==> config.mk <==
export PLATFORM = sky130hd
export DESIGN_NAME = ram_sp_be_flat
export DESIGN_NICKNAME = d
export VERILOG_FILES = /design/src/rtl/ram_pkg.sv /design/src/rtl/ram_sp_be_if.sv /design/src/rtl/ram_clear_seq.sv /design/src/rtl/ram_sp_be.sv /design/src/flat_wrapper.sv
export SDC_FILE = /design/constraint.sdc
export NUM_CORES = 2
export LEC_CHECK = 0
export ABC_CLOCK_PERIOD_IN_PS = 7100
export CORE_ASPECT_RATIO = 1.75
export CORE_UTILIZATION = 35
export DETAILED_ROUTE_END_ITERATION = 16
export GPL_TIMING_DRIVEN = 0
export HOLD_SLACK_MARGIN = 0.03
export PLACE_DENSITY = 0.52
export SLEW_MARGIN = 30
export SYNTH_ARGS = -nofsm -noshare
export SYNTH_HDL_FRONTEND = slang
export SYNTH_HIERARCHICAL = 1
export SYNTH_SLANG_ARGS = --single-unit
==> constraint.sdc <==
create_clock -name clk -period 7.1 [get_ports clk]
set_clock_uncertainty 0.1 [all_clocks]
set_input_delay 1.42 -clock clk [delete_from_list [all_inputs] [get_ports clk]]
set_output_delay 1.42 -clock clk [all_outputs]
set_load 0.05 [all_outputs]
==> src/rtl/ram_pkg.sv <==
// Shared constants, clear-sequencer state type and byte-merge helper for ram_sp_be.
package ram_pkg;

    // Read-during-write behaviour selectors
    localparam int unsigned RDW_READ_FIRST  = 0;
    localparam int unsigned RDW_WRITE_FIRST = 1;
    localparam int unsigned RDW_NO_CHANGE   = 2;

    // Clear sequencer states
    typedef enum logic {
        CLEAR,
        READY
    } clr_state_e;

    // Pick the new byte where its enable is set, otherwise keep the stored byte
    function automatic logic [7:0] merge_byte(input logic [7:0] old_byte,
                                              input logic [7:0] new_byte,
                                              input logic       sel);
        return sel ? new_byte : old_byte;
    endfunction

endpackage

==> src/rtl/ram_sp_be_if.sv <==
// Port bundle for ram_sp_be: access request, read data and status.
interface ram_sp_be_if #(
    parameter int unsigned DATA_WIDTH = 32,
    parameter int unsigned ADDR_WIDTH = 7
);
    logic                      en;
    logic                      we;
    logic [DATA_WIDTH/8-1:0]   be;
    logic [ADDR_WIDTH-1:0]     address;
    logic [DATA_WIDTH-1:0]     d;
    logic [DATA_WIDTH-1:0]     q;
    logic                      q_valid;
    logic                      busy;

    modport master (
        output en, we, be, address, d,
        input  q, q_valid, busy
    );

    modport slave (
        input  en, we, be, address, d,
        output q, q_valid, busy
    );
endinterface

==> src/rtl/ram_clear_seq.sv <==
// Post-reset clear sequencer: walks every address once writing zero, then parks in READY.
module ram_clear_seq
    import ram_pkg::*;
#(
    parameter int unsigned ADDR_WIDTH     = 7,
    parameter int unsigned CLEAR_ON_RESET = 1
) (
    input  logic                  clk,
    input  logic                  reset,
    output logic                  busy,
    output logic                  clr_we,
    output logic [ADDR_WIDTH-1:0] clr_addr
);

    localparam int unsigned DEPTH = 2 ** ADDR_WIDTH;
    // Pointer carries one spare bit so the last-address compare never aliases to zero
    localparam logic [ADDR_WIDTH:0] LAST_PTR = (ADDR_WIDTH + 1)'(DEPTH - 1);

    clr_state_e            state_q, state_d;
    logic [ADDR_WIDTH:0]   ptr_q, ptr_d;

    // State and pointer registers; reset restarts the sweep from address 0
    always_ff @(posedge clk or posedge reset) begin
        if (reset) begin
            state_q <= (CLEAR_ON_RESET != 0) ? CLEAR : READY;
            ptr_q   <= '0;
        end else begin
            state_q <= state_d;
            ptr_q   <= ptr_d;
        end
    end

    // Next state: one zero-write per cycle while clearing, leave after the last word
    always_comb begin
        state_d = state_q;
        ptr_d   = ptr_q;
        clr_we  = 1'b0;
        unique case (state_q)
            CLEAR: begin
                clr_we = 1'b1;
                ptr_d  = ptr_q + 1'b1;
                if (ptr_q == LAST_PTR) begin
                    state_d = READY;
                end
            end
            READY: begin
                state_d = READY;
            end
            default: begin
                state_d = READY;
            end
        endcase
    end

    assign busy     = (state_q == CLEAR);
    assign clr_addr = ptr_q[ADDR_WIDTH-1:0];

endmodule

==> src/rtl/ram_sp_be.sv <==
// Single-port RAM with byte enables, registered read, selectable read-during-write
// behaviour and an optional hardware clear after reset.
module ram_sp_be
    import ram_pkg::*;
#(
    parameter int unsigned DATA_WIDTH     = 32,
    parameter int unsigned ADDR_WIDTH     = 7,
    parameter int unsigned RDW_MODE       = 0,
    parameter int unsigned CLEAR_ON_RESET = 1
) (
    input  logic      clk,
    input  logic      reset,
    ram_sp_be_if.slave bus
);

    localparam int unsigned DEPTH     = 2 ** ADDR_WIDTH;
    localparam int unsigned NUM_BYTES = DATA_WIDTH / 8;

    logic [DATA_WIDTH-1:0] mem [DEPTH];

    logic                  busy;
    logic                  clr_we;
    logic [ADDR_WIDTH-1:0] clr_addr;
    logic                  acc;
    logic [DATA_WIDTH-1:0] rd_word;
    logic [DATA_WIDTH-1:0] merged;
    logic [DATA_WIDTH-1:0] q_q, q_d;
    logic                  q_valid_q, q_valid_d;

    ram_clear_seq #(
        .ADDR_WIDTH     (ADDR_WIDTH),
        .CLEAR_ON_RESET (CLEAR_ON_RESET)
    ) u_clear_seq (
        .clk      (clk),
        .reset    (reset),
        .busy     (busy),
        .clr_we   (clr_we),
        .clr_addr (clr_addr)
    );

    assign acc     = bus.en && !busy;
    assign rd_word = mem[bus.address];

    // Byte-merge of write data into the currently stored word
    always_comb begin
        merged = rd_word;
        for (int i = 0; i < NUM_BYTES; i++) begin
            merged[8*i +: 8] = merge_byte(rd_word[8*i +: 8], bus.d[8*i +: 8], bus.be[i]);
        end
    end

    // Array write port: clear sequencer has priority; nothing lands while reset is held
    always_ff @(posedge clk) begin
        if (!reset) begin
            if (clr_we) begin
                mem[clr_addr] <= '0;
            end else if (acc && bus.we) begin
                mem[bus.address] <= merged;
            end
        end
    end

    // Read data selection including read-during-write behaviour
    always_comb begin
        q_d       = q_q;
        q_valid_d = 1'b0;
        if (acc) begin
            if (!bus.we) begin
                q_d       = rd_word;
                q_valid_d = 1'b1;
            end else if (RDW_MODE == RDW_WRITE_FIRST) begin
                q_d       = merged;
                q_valid_d = 1'b1;
            end else if (RDW_MODE == RDW_NO_CHANGE) begin
                q_d       = q_q;
                q_valid_d = 1'b0;
            end else begin
                q_d       = rd_word;
                q_valid_d = 1'b1;
            end
        end
    end

    // Output register
    always_ff @(posedge clk or posedge reset) begin
        if (reset) begin
            q_q       <= '0;
            q_valid_q <= 1'b0;
        end else begin
            q_q       <= q_d;
            q_valid_q <= q_valid_d;
        end
    end

    assign bus.q       = q_q;
    assign bus.q_valid = q_valid_q;
    assign bus.busy    = busy;

endmodule
==> src/flat_wrapper.sv <==
// flat-port wrapper written by rule: the top's interface ports become plain ports
module ram_sp_be_flat import ram_pkg::*;
#(
    parameter int unsigned DATA_WIDTH     = 32,
    parameter int unsigned ADDR_WIDTH     = 7,
    parameter int unsigned RDW_MODE       = 0,
    parameter int unsigned CLEAR_ON_RESET = 1
)
  (clk, reset, bus_en, bus_we, bus_be, bus_address, bus_d, bus_q, bus_q_valid, bus_busy);
  ram_sp_be_if #(.DATA_WIDTH(DATA_WIDTH), .ADDR_WIDTH(ADDR_WIDTH)) bus_i ();
  input  logic clk;
  input  logic reset;
  input wire logic [$bits(bus_i.en)-1:0] bus_en;
  input wire logic [$bits(bus_i.we)-1:0] bus_we;
  input wire logic [$bits(bus_i.be)-1:0] bus_be;
  input wire logic [$bits(bus_i.address)-1:0] bus_address;
  input wire logic [$bits(bus_i.d)-1:0] bus_d;
  output wire logic [$bits(bus_i.q)-1:0] bus_q;
  output wire logic [$bits(bus_i.q_valid)-1:0] bus_q_valid;
  output wire logic [$bits(bus_i.busy)-1:0] bus_busy;
  assign bus_i.en = bus_en;
  assign bus_i.we = bus_we;
  assign bus_i.be = bus_be;
  assign bus_i.address = bus_address;
  assign bus_i.d = bus_d;
  assign bus_q = bus_i.q;
  assign bus_q_valid = bus_i.q_valid;
  assign bus_busy = bus_i.busy;
  ram_sp_be #(.DATA_WIDTH(DATA_WIDTH), .ADDR_WIDTH(ADDR_WIDTH), .RDW_MODE(RDW_MODE), .CLEAR_ON_RESET(CLEAR_ON_RESET)) u_core (.clk(clk), .reset(reset), .bus(bus_i));
endmodule
* After elaboration in Yosys (flattened, before gate mapping)
Memory sizes are Yosys's and may differ from the RTL's.
Cells that the tools add are included.
** Cells by class
- Add/sub/neg operators :: 1
- Eq/ne operators :: 1
- Mux-type cells :: 17
- Bitwise logic cells :: 1
- Reductions and logical operators :: 3
** Operators with widths (number)
- $mux W32 :: 1
- $mux W8 :: 4
- $reduce_or A32 Y1 :: 1
- $mux W1 :: 10
- $add A8 B1 Y8 const B :: 1
- $eq A8 B7 Y1 const B :: 1
- $mux W7 :: 1
- $logic_and A1 B1 Y1 :: 2
- $pmux W1 S2 :: 1
- $not A1 Y1 :: 1
** Word-level totals
- Register bits :: 42
- RAM bits :: 4096
- Word-level logic and storage cells :: 28
- Memories kept :: 1
** Memory list
- u_core.mem :: depth 128, width 32, read ports 1, clocked after memory_dff 0, wr ports 1, line ram_sp_be.sv:19 : logic [DATA_WIDTH-1:0] mem [DEPTH];

* Logic depth before layout (Yosys ltp)
- Word-level depth :: 8
- Gate-level depth with buffers :: 13
- Depth with buffers taken out :: 9

* By module
The synthesis kept the hierarchy.
** Modules (own cells, without submodules)
- ram_sp_be :: times used 1, cells an instance 6877, area each 157617.4 um^2, sequential area each 123823.8 um^2
- ram_clear_seq :: times used 1, cells an instance 39, area each 444.2 um^2, sequential area each 225.2 um^2

* Worst setup path after synthesis
No wires, ideal clock.
- Kind :: input to register
- Start :: in bus_address[2]
- End :: mem u_core.mem[0][2] (data pin)
- Library setup time :: 0.968 ns
- Data arrival time :: 6.884 ns
- Data required time :: 6.032 ns
- Path slack :: -0.853 ns
- Cell stages on the path :: 9
- Path buffers :: 5
- Cells stage by stage :: buf_2 > buf_4 > buf_2 > clkbuf_1 > buf_4 > mux2i_1 > a211oi_1 > o211ai_1 > a31oi_1
** On the way
- Word-level cells in the longest chain between the ends :: 3
** Ends and longest elaborated chain
- start, declared :: line flat_wrapper.sv:16 : input wire logic [$bits(bus_i.address)-1:0] bus_address;
- $mem_v2 Z128 W32
- $mux W8 :: line ram_pkg.sv:19 : return sel ? new_byte : old_byte;
- $mux W32 (no source line)
- end, declared :: line ram_sp_be.sv:19
No other way between the ends.

* Worst setup path after layout
- Start :: in bus_address[1]
- End :: mem u_core.mem[72][27] (data pin)
The elaborated chain is that of the path after synthesis.

==> summary.md <==
| Metric | Value |
|---|---|
| Main area contributors after synthesis | `edfxtp_1 78%, mux4_2 14%, a22oi_1 1.1%` |
| Clk slew on worst S/H paths | `70 ps` |
| Async SR Flop Fraction | `1.01%` |
| Area grow syn2layout | `22.1%` |
| Status | `finished with violations` |
| Avg Cell Area, Syn | `22.9 um^2` |
| Rel. slew slack | `19.8%` |
| Cell area after synthesis | `158000 um^2` |
| Final-report setup violation count | `1027` |
| Total track usage | `29.3%` |
| Max-cap viol count | `0` |
| Sequential area share after synthesis | `78.5%` |
| Critical-path maximum fanout | `42` |
| Total number of vias | `86600` |
| Die Height | `891 um` |
| Ys Warns | `6` |
| CP Launch Type | `input port` |
| Crit path DAT | `8130 ps` |
| # port buffers | `77` |
| Yosys top cell area share | `77.8%` |
| Count leader, synth | `edfxtp_1` |
| Worst Setup End Kind | `flip-flop` |
| Clk_lat worst skew | `1020 ps` |
| Unrepaired setup endpoints after global routing | `no` |
| Cells after Synth | `6916` |
| Root Driver | `clkbuf_16` |
| Clock tree buffer depth | `4` |
| Worst-Margin Slew | `1200 ps` |
| Routed len/inst | `47.2 um` |
| Chip width | `510 um` |
| Predominant post-synthesis flop cell | `edfxtp_1` |
| Distinct cell type count after synthesis | `63` |
| Post-Route WL | `669 mm` |
| Setup ws final | `-471 ps` |
| Share of cells above drive strength 1 | `32.8%` |
| H-tree Lvls | `5` |
| Num Clock Sinks | `4138` |
| First-pass GRT wire length | `856 mm` |
| Hold Slack | `375 ps` |
| Largest net degree at the start of global routing | `65` |
| Gr ovfl total | `0` |
| Ports | `81` |
| Clock tree from TritonCTS | `yes` |
| Worst Hold Class | `flip-flop to flip-flop` |
| Synth cell count leaders | `4096 x edfxtp_1, 1004 x mux4_2, 232 x a22oi_1` |
| RD Place Congestion | `1.01` |
| Via density | `6.11` |
| Iter 0 DRT Violations | `13400` |
| Power density over cell area | `257 nW/um^2` |
| Core Rows | `326` |
| Failing checks | `negative setup slack` |
| Core area | `450000 um^2` |
| Synth area leader | `edfxtp_1` |
| EDFF count, synth | `4096` |
| Final hold violations | `0` |
| TritonCTS buffer count | `366` |
| Die ar. | `454000 um^2` |
| DP HPWL | `507 mm` |
| Max IR drop VDD | `211 uV` |
| Mapped Nets | `6964` |
| Post-layout net count | `7975` |
| Fin cells | `14200` |
| Antenna Nets Post-Route | `0` |
| DRC viols | `0` |
| Pleak | `66.4 nW` |
| Seq cells post-synth | `4138` |
| Starting Density | `35.1%` |
| Finished Core Util | `42.9%` |
| Final slew viol count | `0` |
| Setup repair bufs after CTS | `0` |
| Worst setup path class | `input port to flip-flop` |
| Fin crit period | `7570 ps` |
| Initial antenna violation count | `57` |
| Final Cycle Share | `107%` |
| CP required | `7660 ps` |
| Fmax achieved | `132 MHz` |
| Placed cells | `13500` |
| Vias in the first global route | `85200` |
| Drt pass-1 iters | `6` |
[flip-flops by register name, summed over array words and instances, names as in the netlist]
register and cells:
u_core/bus.q 32, u_core/bus.q_valid 1, u_core/mem 4096, u_core/u_clear_seq/state_q 1
u_core/u_clear_seq/ptr_q 8
[cells in the final DEF, fill, tap and decap left out, drive strengths merged, types with 11 or more instances in the layout]
cell,instances
nor3,21
diode,46
nand2,132
o221ai,53
nand4,13
clkinv,144
o21ba,20
o21ai,67
o22ai,75
mux2i,148
nand3,80
mux2,28
clkdlybuf4s50,77
inv,21
a22oi,233
nor2,171
bufinv,38
edfxtp,4096
mux4,1011
clkinvlp,19
a211oi,26
buf,815
nor2b,15
o31ai,11
a221oi,11
clkbuf,598
dfrtp,42
o211ai,23
nand2b,16
a21oi,101
[cells by family (layout without fill, tap and decap cells)]
| kind of cell | after synthesis | count (layout) | share of synthesized area, % |
|---|---|---|---|
| flip-flops | 4138 | 4138 | 78.5 |
| multiplexers | 1187 | 1187 | 15.6 |
| AO/OA/AOI/OAI | 678 | 678 | 3.02 |
| AND/OR/NAND/NOR | 501 | 501 | 1.45 |
| buffers and inverters | 404 | 1712 | 1.43 |
| XOR/XNOR | 7 | 7 | 0.0388 |
| adder cells (fa/ha/maj) | 1 | 1 | 0.00791 |
| other | 0 | 46 | 0 |
[report_power, final]
group          internal [W]  switching, W  leakage, nW
Clock                0.0112       0.00932         5.83
Combinational      0.000765       0.00191         17.0
Sequential           0.0264     0.0000108         43.6
Total                0.0384        0.0112         66.4
[routing by layer]
metal	vias to the layer above	global-route usage (%)	share of wire (%)
li1	31800	-	-
met1	47000	31.0	31
met2	5960	47.6	48
met3	1826	6.15	8.7
met4	20	29.6	12
met5	-	0	0.020
[area by class of cell]
class	instances	area (um^2)
Antenna cell	46	115
Buffer	395	2450
Clock buffer	452	9790
Clock inverter	213	2140
Fill cell	38100	257000
Inverter	9	36.3
Multi-Input combinational cell	2374	33200
Sequential cell	4138	124000
Tap cell	5904	7390
Timing Repair Buffer	643	13800
[stage by stage]
step | cell area [um^2] | setup WS [ps] | TNS (ps) | total power [W]
2_1_floorplan | 158000 | 1120 | 0 | 0.0280
3_3_place_gp | 166000 | -6650 | - | 0.0294
3_5_place_dp | 181000 | -1340 | -1943180 | 0.0296
4_1_cts | 193000 | 25.0 | 0 | 0.0497
5_1_grt | 193000 | 58.7 | 0 | 0.0505
6_report | 193000 | -471 | -154800 | 0.0497
[what timing repair did]
item	CTS	global route
gates resized for setup	5	1
endpoints found under the hold margin	0	0
endpoints found under the setup margin	278	53
hold buffers	0	0
[final timing paths]
path / start / endpoint / slack (ps) / cells past startpoint
max: bus_address[1] / u_core/mem[72][27] / -470 / 12
min: u_core/u_clear_seq/ptr_q[7] / u_core/u_clear_seq/ptr_q[7] / 370 / 1
max reg2reg: u_core/u_clear_seq/state_q / u_core/mem[73][31] / 750 / 15
min reg2reg: u_core/u_clear_seq/ptr_q[7] / u_core/u_clear_seq/ptr_q[7] / 370 / 1
max in group asynchronous: reset / u_core/bus.q[16] / 5100 / 2
min in group asynchronous: reset / u_core/u_clear_seq/ptr_q[2] / 1190 / 2
[critical path: stages]
cell and delay, ps:
clkdlybuf4s50_1 550, buf_4 260, buf_2 490, buf_2 870, buf_2 880, mux4_2 420, a22oi_1 220, nand2_1 220
a21oi_1 970, o211ai_1 740, o21ba_4 610, buf_12 270
Note: power is estimated with default switching activity, not from simulation.
